**src/rtl/collapse_key_assembler_if.sv**
```systemverilog
// collapse_key_assembler_if
//   Groups every signal of the key assembler except clk and reset:
//   - the control inputs (start, abort),
//   - the bank of read-once collapse cells,
//   - the valid/ready key handshake toward the key-exchange consumer,
//   - the status outputs.
//
//   Modports:
//     master : the assembler. It drives frag_read, key_out, key_valid, busy,
//              error and err_index.
//     slave  : the environment. It drives start, abort, the cell outputs and
//              key_ready.
//
//   NUM_FRAGS must match the value given to collapse_key_assembler.
interface collapse_key_assembler_if #(
  parameter int NUM_FRAGS = 4
);
  localparam int IDX_W = $clog2(NUM_FRAGS);

  // Control
  logic                   start;
  logic                   abort;

  // Cell bank: one-hot read strobes out, combinational cell outputs back
  logic [NUM_FRAGS-1:0]   frag_read;
  logic [8*NUM_FRAGS-1:0] frag_data;
  logic [NUM_FRAGS-1:0]   frag_oe;
  logic [NUM_FRAGS-1:0]   frag_pad;

  // Key handshake
  logic [8*NUM_FRAGS-1:0] key_out;
  logic                   key_valid;
  logic                   key_ready;

  // Status
  logic                   busy;
  logic                   error;
  logic [IDX_W-1:0]       err_index;

  modport master (
    input  start, abort, frag_data, frag_oe, frag_pad, key_ready,
    output frag_read, key_out, key_valid, busy, error, err_index
  );

  modport slave (
    output start, abort, frag_data, frag_oe, frag_pad, key_ready,
    input  frag_read, key_out, key_valid, busy, error, err_index
  );
endinterface

```
**src/rtl/collapse_key_assembler.sv**
```systemverilog
// collapse_key_assembler
//   Reads a bank of NUM_FRAGS single-byte, read-once collapse cells in order.
//   Each cell gets exactly one one-hot strobe. Between strobes the block waits
//   READ_GAP idle cycles. When all bytes are in, it presents the assembled key
//   on a valid/ready handshake.
//
//   The key register is zeroised in each of these cases, so no secret
//   lingers here:
//   - on start,
//   - on a failed read,
//   - on abort,
//   - after the key has been delivered.
//
//   Ports:
//     clk    : rising-edge clock
//     reset  : asynchronous, active-high reset
//     bus    : collapse_key_assembler_if.master. It carries:
//              - start / abort control,
//              - frag_read / frag_data / frag_oe / frag_pad to the cells,
//              - key_out / key_valid / key_ready toward the consumer,
//              - busy / error / err_index status.
module collapse_key_assembler #(
  parameter  int NUM_FRAGS = 4,
  parameter  int READ_GAP  = 1,
  localparam int IDX_W     = $clog2(NUM_FRAGS)
) (
  input  logic                      clk,
  input  logic                      reset,
  collapse_key_assembler_if.master  bus
);

  typedef enum logic [2:0] {
    IDLE,
    READ,
    GAP,
    HOLD,
    FAIL
  } state_t;

  localparam int                GAP_W    = (READ_GAP > 1) ? $clog2(READ_GAP) : 1;
  localparam logic [GAP_W-1:0]  GAP_LAST = GAP_W'((READ_GAP > 0) ? READ_GAP - 1 : 0);
  localparam logic [IDX_W-1:0]  IDX_LAST = IDX_W'(NUM_FRAGS - 1);

  state_t                 state;
  logic [IDX_W-1:0]       idx;
  logic [GAP_W-1:0]       gap_cnt;
  logic [8*NUM_FRAGS-1:0] key_reg;
  logic [NUM_FRAGS-1:0]   frag_read_q;
  logic                   key_valid_q;
  logic                   error_q;
  logic [IDX_W-1:0]       err_index_q;

  // Cell outputs are combinational during the strobe cycle. They are judged
  // and captured on the edge that ends that cycle.
  logic                   frag_good;
  logic [7:0]             frag_byte;

  // NOTE: both signals are assigned on every path through the block, so no
  // latch can be inferred.
  always_comb begin
    frag_good = bus.frag_oe[idx] & bus.frag_pad[idx];
    frag_byte = bus.frag_data[8*idx +: 8];
  end

  // NOTE: the key register is reset like any other state. It holds secret
  // material, so it must never come up holding an undefined value.
  always_ff @(posedge clk or posedge reset) begin
    if (reset) begin
      state       <= IDLE;
      idx         <= '0;
      gap_cnt     <= '0;
      key_reg     <= '0;
      frag_read_q <= '0;
      key_valid_q <= 1'b0;
      error_q     <= 1'b0;
      err_index_q <= '0;
    end else if (bus.abort) begin
      // Abort overrides everything, including start in IDLE.
      // It drops the strobe, wipes the key and clears error without raising one.
      // NOTE: sequential state uses non-blocking assignments only, so every
      // register here sees the pre-edge values of the others.
      state       <= IDLE;
      idx         <= '0;
      gap_cnt     <= '0;
      key_reg     <= '0;
      frag_read_q <= '0;
      key_valid_q <= 1'b0;
      error_q     <= 1'b0;
      err_index_q <= '0;
    end else begin
      case (state)
        IDLE: begin
          if (bus.start) begin
            error_q     <= 1'b0;
            err_index_q <= '0;
            key_reg     <= '0;
            idx         <= '0;
            gap_cnt     <= '0;
            frag_read_q <= NUM_FRAGS'(1);
            state       <= READ;
          end
        end

        READ: begin
          frag_read_q <= '0;
          if (frag_good) begin
            key_reg[8*idx +: 8] <= frag_byte;
            if (idx == IDX_LAST) begin
              key_valid_q <= 1'b1;
              state       <= HOLD;
            end else begin
              idx <= idx + 1'b1;
              if (READ_GAP > 0) begin
                gap_cnt <= '0;
                state   <= GAP;
              end else begin
                // No gap: strobe the next cell straight away.
                frag_read_q <= NUM_FRAGS'(1) << (idx + 1'b1);
                state       <= READ;
              end
            end
          end else begin
            // The cell was already collapsed, killed or fused.
            // Discard the partial key.
            error_q     <= 1'b1;
            err_index_q <= idx;
            key_reg     <= '0;
            state       <= FAIL;
          end
        end

        GAP: begin
          if (gap_cnt == GAP_LAST) begin
            frag_read_q <= NUM_FRAGS'(1) << idx;
            state       <= READ;
          end else begin
            gap_cnt <= gap_cnt + 1'b1;
          end
        end

        HOLD: begin
          if (bus.key_ready) begin
            key_reg     <= '0;
            key_valid_q <= 1'b0;
            state       <= IDLE;
          end
        end

        FAIL: begin
          state <= IDLE;
        end

        default: begin
          state <= IDLE;
        end
      endcase
    end
  end

  assign bus.frag_read = frag_read_q;
  assign bus.key_valid = key_valid_q;
  // The key is gated so that it can only be seen while it is being offered.
  assign bus.key_out   = key_reg & {(8*NUM_FRAGS){key_valid_q}};
  assign bus.busy      = (state != IDLE);
  assign bus.error     = error_q;
  assign bus.err_index = err_index_q;

endmodule

```
**src/flat_wrapper.sv**
```systemverilog
// flat-port wrapper written by rule: the top's interface ports become plain ports
module collapse_key_assembler_flat 
#(
  parameter  int NUM_FRAGS = 4,
  parameter  int READ_GAP  = 1,
  localparam int IDX_W     = $clog2(NUM_FRAGS)
)
  (clk, reset, bus_start, bus_abort, bus_frag_data, bus_frag_oe, bus_frag_pad, bus_key_ready, bus_frag_read, bus_key_out, bus_key_valid, bus_busy, bus_error, bus_err_index);
  collapse_key_assembler_if #(.NUM_FRAGS(NUM_FRAGS)) bus_i ();
  input  logic clk;
  input  logic reset;
  input wire logic [$bits(bus_i.start)-1:0] bus_start;
  input wire logic [$bits(bus_i.abort)-1:0] bus_abort;
  input wire logic [$bits(bus_i.frag_data)-1:0] bus_frag_data;
  input wire logic [$bits(bus_i.frag_oe)-1:0] bus_frag_oe;
  input wire logic [$bits(bus_i.frag_pad)-1:0] bus_frag_pad;
  input wire logic [$bits(bus_i.key_ready)-1:0] bus_key_ready;
  output wire logic [$bits(bus_i.frag_read)-1:0] bus_frag_read;
  output wire logic [$bits(bus_i.key_out)-1:0] bus_key_out;
  output wire logic [$bits(bus_i.key_valid)-1:0] bus_key_valid;
  output wire logic [$bits(bus_i.busy)-1:0] bus_busy;
  output wire logic [$bits(bus_i.error)-1:0] bus_error;
  output wire logic [$bits(bus_i.err_index)-1:0] bus_err_index;
  assign bus_i.start = bus_start;
  assign bus_i.abort = bus_abort;
  assign bus_i.frag_data = bus_frag_data;
  assign bus_i.frag_oe = bus_frag_oe;
  assign bus_i.frag_pad = bus_frag_pad;
  assign bus_i.key_ready = bus_key_ready;
  assign bus_frag_read = bus_i.frag_read;
  assign bus_key_out = bus_i.key_out;
  assign bus_key_valid = bus_i.key_valid;
  assign bus_busy = bus_i.busy;
  assign bus_error = bus_i.error;
  assign bus_err_index = bus_i.err_index;
  collapse_key_assembler #(.NUM_FRAGS(NUM_FRAGS), .READ_GAP(READ_GAP)) u_core (.clk(clk), .reset(reset), .bus(bus_i));
endmodule
```
**config.mk**
```make
export PLATFORM = sky130hd
export DESIGN_NAME = collapse_key_assembler_flat
export DESIGN_NICKNAME = d
export VERILOG_FILES = /design/src/rtl/collapse_key_assembler_if.sv /design/src/rtl/collapse_key_assembler.sv /design/src/flat_wrapper.sv
export SDC_FILE = /design/constraint.sdc
export NUM_CORES = 1
export LEC_CHECK = 0
export ABC_AREA = 1
export CAP_MARGIN = 25
export CORE_MARGIN = 2
export CORE_UTILIZATION = 43
export CTS_BUF_LIST = sky130_fd_sc_hd__clkbuf_8
export CTS_CLUSTER_DIAMETER = 50
export DETAILED_ROUTE_END_ITERATION = 16
export PLACE_DENSITY_LB_ADDON = 0.12
export SLEW_MARGIN = 20
export SYNTH_ARGS = -nofsm -noshare
export SYNTH_HDL_FRONTEND = slang
export SYNTH_SLANG_ARGS = --single-unit
```
**constraint.sdc**
```tcl
create_clock -name clk -period 6.05 [get_ports clk]
set_input_delay 1.21 -clock clk [delete_from_list [all_inputs] [get_ports clk]]
set_output_delay 1.21 -clock clk [all_outputs]
set_load 0.03 [all_outputs]
```
==> flow_summary_export.csv <==
group,metric,value,unit
outcome,status,"finished, final reports clean",
critical_path,cp_max_fo,34,
clock_tree,cts_setup_buffers,0,
critical_path,worst_ep_arrival_time,2.16,ns
route,drc,0,
synthesis,async_flop_share,1.00,
critical_path,startpoint_type,"flip-flop",
clock_tree,clk_path_buf_depth,2,
sta,skew,0.0107,ns
clock_tree,cts-hold-fix-buffers,0,
power,p_sw_frac,0.347,
route,via_per_inst,4.91,
floorplan,core,0.00642,mm2
synthesis,ys_seq_area_frac,0.389,
place,gp_congestion,0.849,
synthesis,syn-num-nets,488,
power,p_int,527,uW
synthesis,synth_ff_type,"dfrtp_1",
route,drt_first_pass_iters,4,
power,power_switching,280,uW
clock_tree,clkTransAtPathRegs,0.09,ns
critical_path,rr_startpoint,"u_core.idx[0]$_DFFE_PP0P_",
synthesis,syn-cell-area,0.00289,mm2
sta,max_slew_margin,0.376,
finish,drive_above_1_share,0.0523,
sta,fmax,0.296,GHz
finish,antenna_cells,0,
sta,setup_viol,0,
route,routed_wl,7210,um
synthesis,ys_seq_elements,45,
synthesis,ys_warn_count,0,
global_route,grt_max_degree,46,
power,peakVddDrop,0.0922,mV
power,p_seq_frac,0.435,
critical_path,critical-path-slowest-cell,"dfrtp_1",
finish,num-nets-final,565,
critical_path,cp.depth,3,
clock_tree,clk_latency,0.31,ns
sta,rsz0062_at_grt,"false",
sta,min_period,3.37,ns
route,drt-initial-drc-count,172,
critical_path,cp_num_buf_inv,2,
critical_path,worstRegToRegCells,8,
route,ant_nets,0,
place,io_buffers,85,
sta,tightest_slew,0.936,ns
worst_hold_path,hold_path_class,"flip-flop to flip-flop",
critical_path,required,4.84,ns
clock_tree,htree_levels,2,
clock_tree,cts_root_buf,"clkbuf_8",
place,placed_area,0.00377,mm2
finish,fillers,607,
synthesis,synth_edf_count,0,
critical_path,r2r_end,"u_core.key_reg[16]$_DFFE_PP0P_",
floorplan,die-area,0.00740,mm2
synthesis,yosysUniqueCellTypes,26,
finish,synthToLayoutAreaGrowth,34.3,%
sta,finalCritPeriodShare,0.558,
critical_path,worstSetupStartpoint,"u_core.bus.key_valid$_DFFE_PP0P_",
sta,hold_viol,0,
place,hpwl,5430,um
global_route,grt_usage,0.209,
critical_path,crit_chain,"nand2_1 > inv_1 > clkdlybuf4s50_1",
finish,final_common_cell,"nand2_1",
sta,tns,0,ns
floorplan,die_h,86.0,um
clock_tree,cts_made_buffers,5,
critical_path,critPathMaxStageDelay,0.96,ns
floorplan,initial_utilization,0.450,
clock_tree,tritoncts,"built",
power,p_clk_frac,0.287,
synthesis,synth.avg_cell_area,6.60,um2
synthesis,synth_cells,438,
power,pwr-share-comb,0.278,
global_route,first_global_vias,2786,
clock_tree,cts-resized-gates,0,
critical_path,crit_end,"bus_key_out[1]",
critical_path,cp-end-kind,"primary output",
global_route,antenna_found_initial,0,
finish,design_area,0.00388,mm2
floorplan,num_rows,29,
global_route,grt-ovfl-total,0,
critical_path,r2r_setup_slack,3.30,ns
sta,slew_violations,0,
global_route,grt_pass1_wl,12600,um
power,leakage,2.09,nW
clock_tree,cts_sinks,45,
finish,largest_reg_flops,32,
floorplan,dieWidth,86.0,um
critical_path,critPathTopFamily,"flip-flops",
finish,layout_common_cells,"nand2_1, clkdlybuf4s50_1, inv_1",
route,wl_per_cell,12.2,um
floorplan,ios,86,
power,power_density,208,mW/mm2
critical_path,crit_type,"flip-flop to primary output",
route,vias,2909,
run,maxCapViolations,0,
[kinds of logic after synthesis]
| group | count (synthesis) | synth area share |
|---|---|---|
| buf+inv | 82 | 0.113 |
| simple gates | 278 | 0.424 |
| compound gates | 28 | 0.0523 |
| fa+ha+maj | 5 | 0.0216 |
| flops | 45 | 0.389 |
[cell usage after synthesis, types with 4 or more instances]
| library cell | n | share of area |
|---|---|---|
| nand2_1 | 166 | 0.22 |
| a21oi_1 | 8 | 0.014 |
| dfrtp_1 | 45 | 0.39 |
| buf_2 | 6 | 0.010 |
| nand4_1 | 20 | 0.043 |
| inv_1 | 64 | 0.083 |
| o21ai_0 | 17 | 0.029 |
| ha_1 | 5 | 0.022 |
| clkbuf_1 | 8 | 0.010 |
| nand3_1 | 28 | 0.048 |
| nor2_1 | 49 | 0.064 |
| nand2_2 | 4 | 0.0086 |
[tightest hold or removal path, cell delays in order (launching register included)]
cell	delay, ns
dfrtp_1	0.35
nand2_1	0.05
nand2_1	0.04
[worst min path at each step]
stage / from / depth (start not counted) / slack (ns) / end
4_1_cts: u_core.key_reg[23]$_DFFE_PP0P_ / 2 / 0.48 / u_core.key_reg[23]$_DFFE_PP0P_
5_1_grt: u_core.key_reg[18]$_DFFE_PP0P_ / 2 / 0.51 / u_core.key_reg[18]$_DFFE_PP0P_
2_1_floorplan: u_core.key_reg[16]$_DFFE_PP0P_ / 2 / 0.44 / u_core.key_reg[16]$_DFFE_PP0P_
3_3_place_gp: u_core.bus.error$_DFFE_PP0P_ / 2 / 0.46 / u_core.bus.error$_DFFE_PP0P_
6_report: u_core.key_reg[23]$_DFFE_PP0P_ / 2 / 0.48 / u_core.key_reg[23]$_DFFE_PP0P_
3_5_place_dp: u_core.key_reg[23]$_DFFE_PP0P_ / 2 / 0.46 / u_core.key_reg[23]$_DFFE_PP0P_
[layer usage]
layer	track usage	vias up	wire, um
met5	0	-	0
met4	0.0577	0	87
met3	0.0433	8	463
met2	0.352	106	3470
met1	0.273	1293	3180
li1	-	1502	-
[power groups by stage]
stage | Sequential (mW) | Combinational (mW) | Clock [mW]
4_1_cts | 0.352 | 0.227 | 0.235
3_5_place_dp | 0.358 | 0.226 | 0
5_1_grt | 0.357 | 0.252 | 0.251
6_report | 0.351 | 0.225 | 0.232
3_3_place_gp | 0.356 | 0.222 | 0
2_1_floorplan | 0.340 | 0.159 | 0
[stage by stage]
stage               hold WS, ns  setup slack, ns  std cells  power (mW)  utilization
detailed placement        0.460             2.75        585       0.583        0.587
CTS                       0.483             2.64        593       0.813        0.605
finish                    0.476             2.68        593       0.808        0.605
global route              0.509             2.42        593       0.860        0.605
global placement          0.459             2.86        585       0.579        0.587
floorplan                 0.442             3.58        438       0.499            -
[cell type report]
type / count / area [um2] / area share
Timing Repair Buffer: 86 / 858 / 0.221
Clock buffer: 5 / 68.8 / 0.0177
Multi-Input combinational cell: 311 / 1440 / 0.371
Sequential cell: 45 / 1130 / 0.290
Tap cell: 77 / 96.3 / 0.0248
Inverter: 66 / 248 / 0.0638
Clock inverter: 3 / 46.3 / 0.0119
No activity file was read; power rests on OpenSTA's default activity.
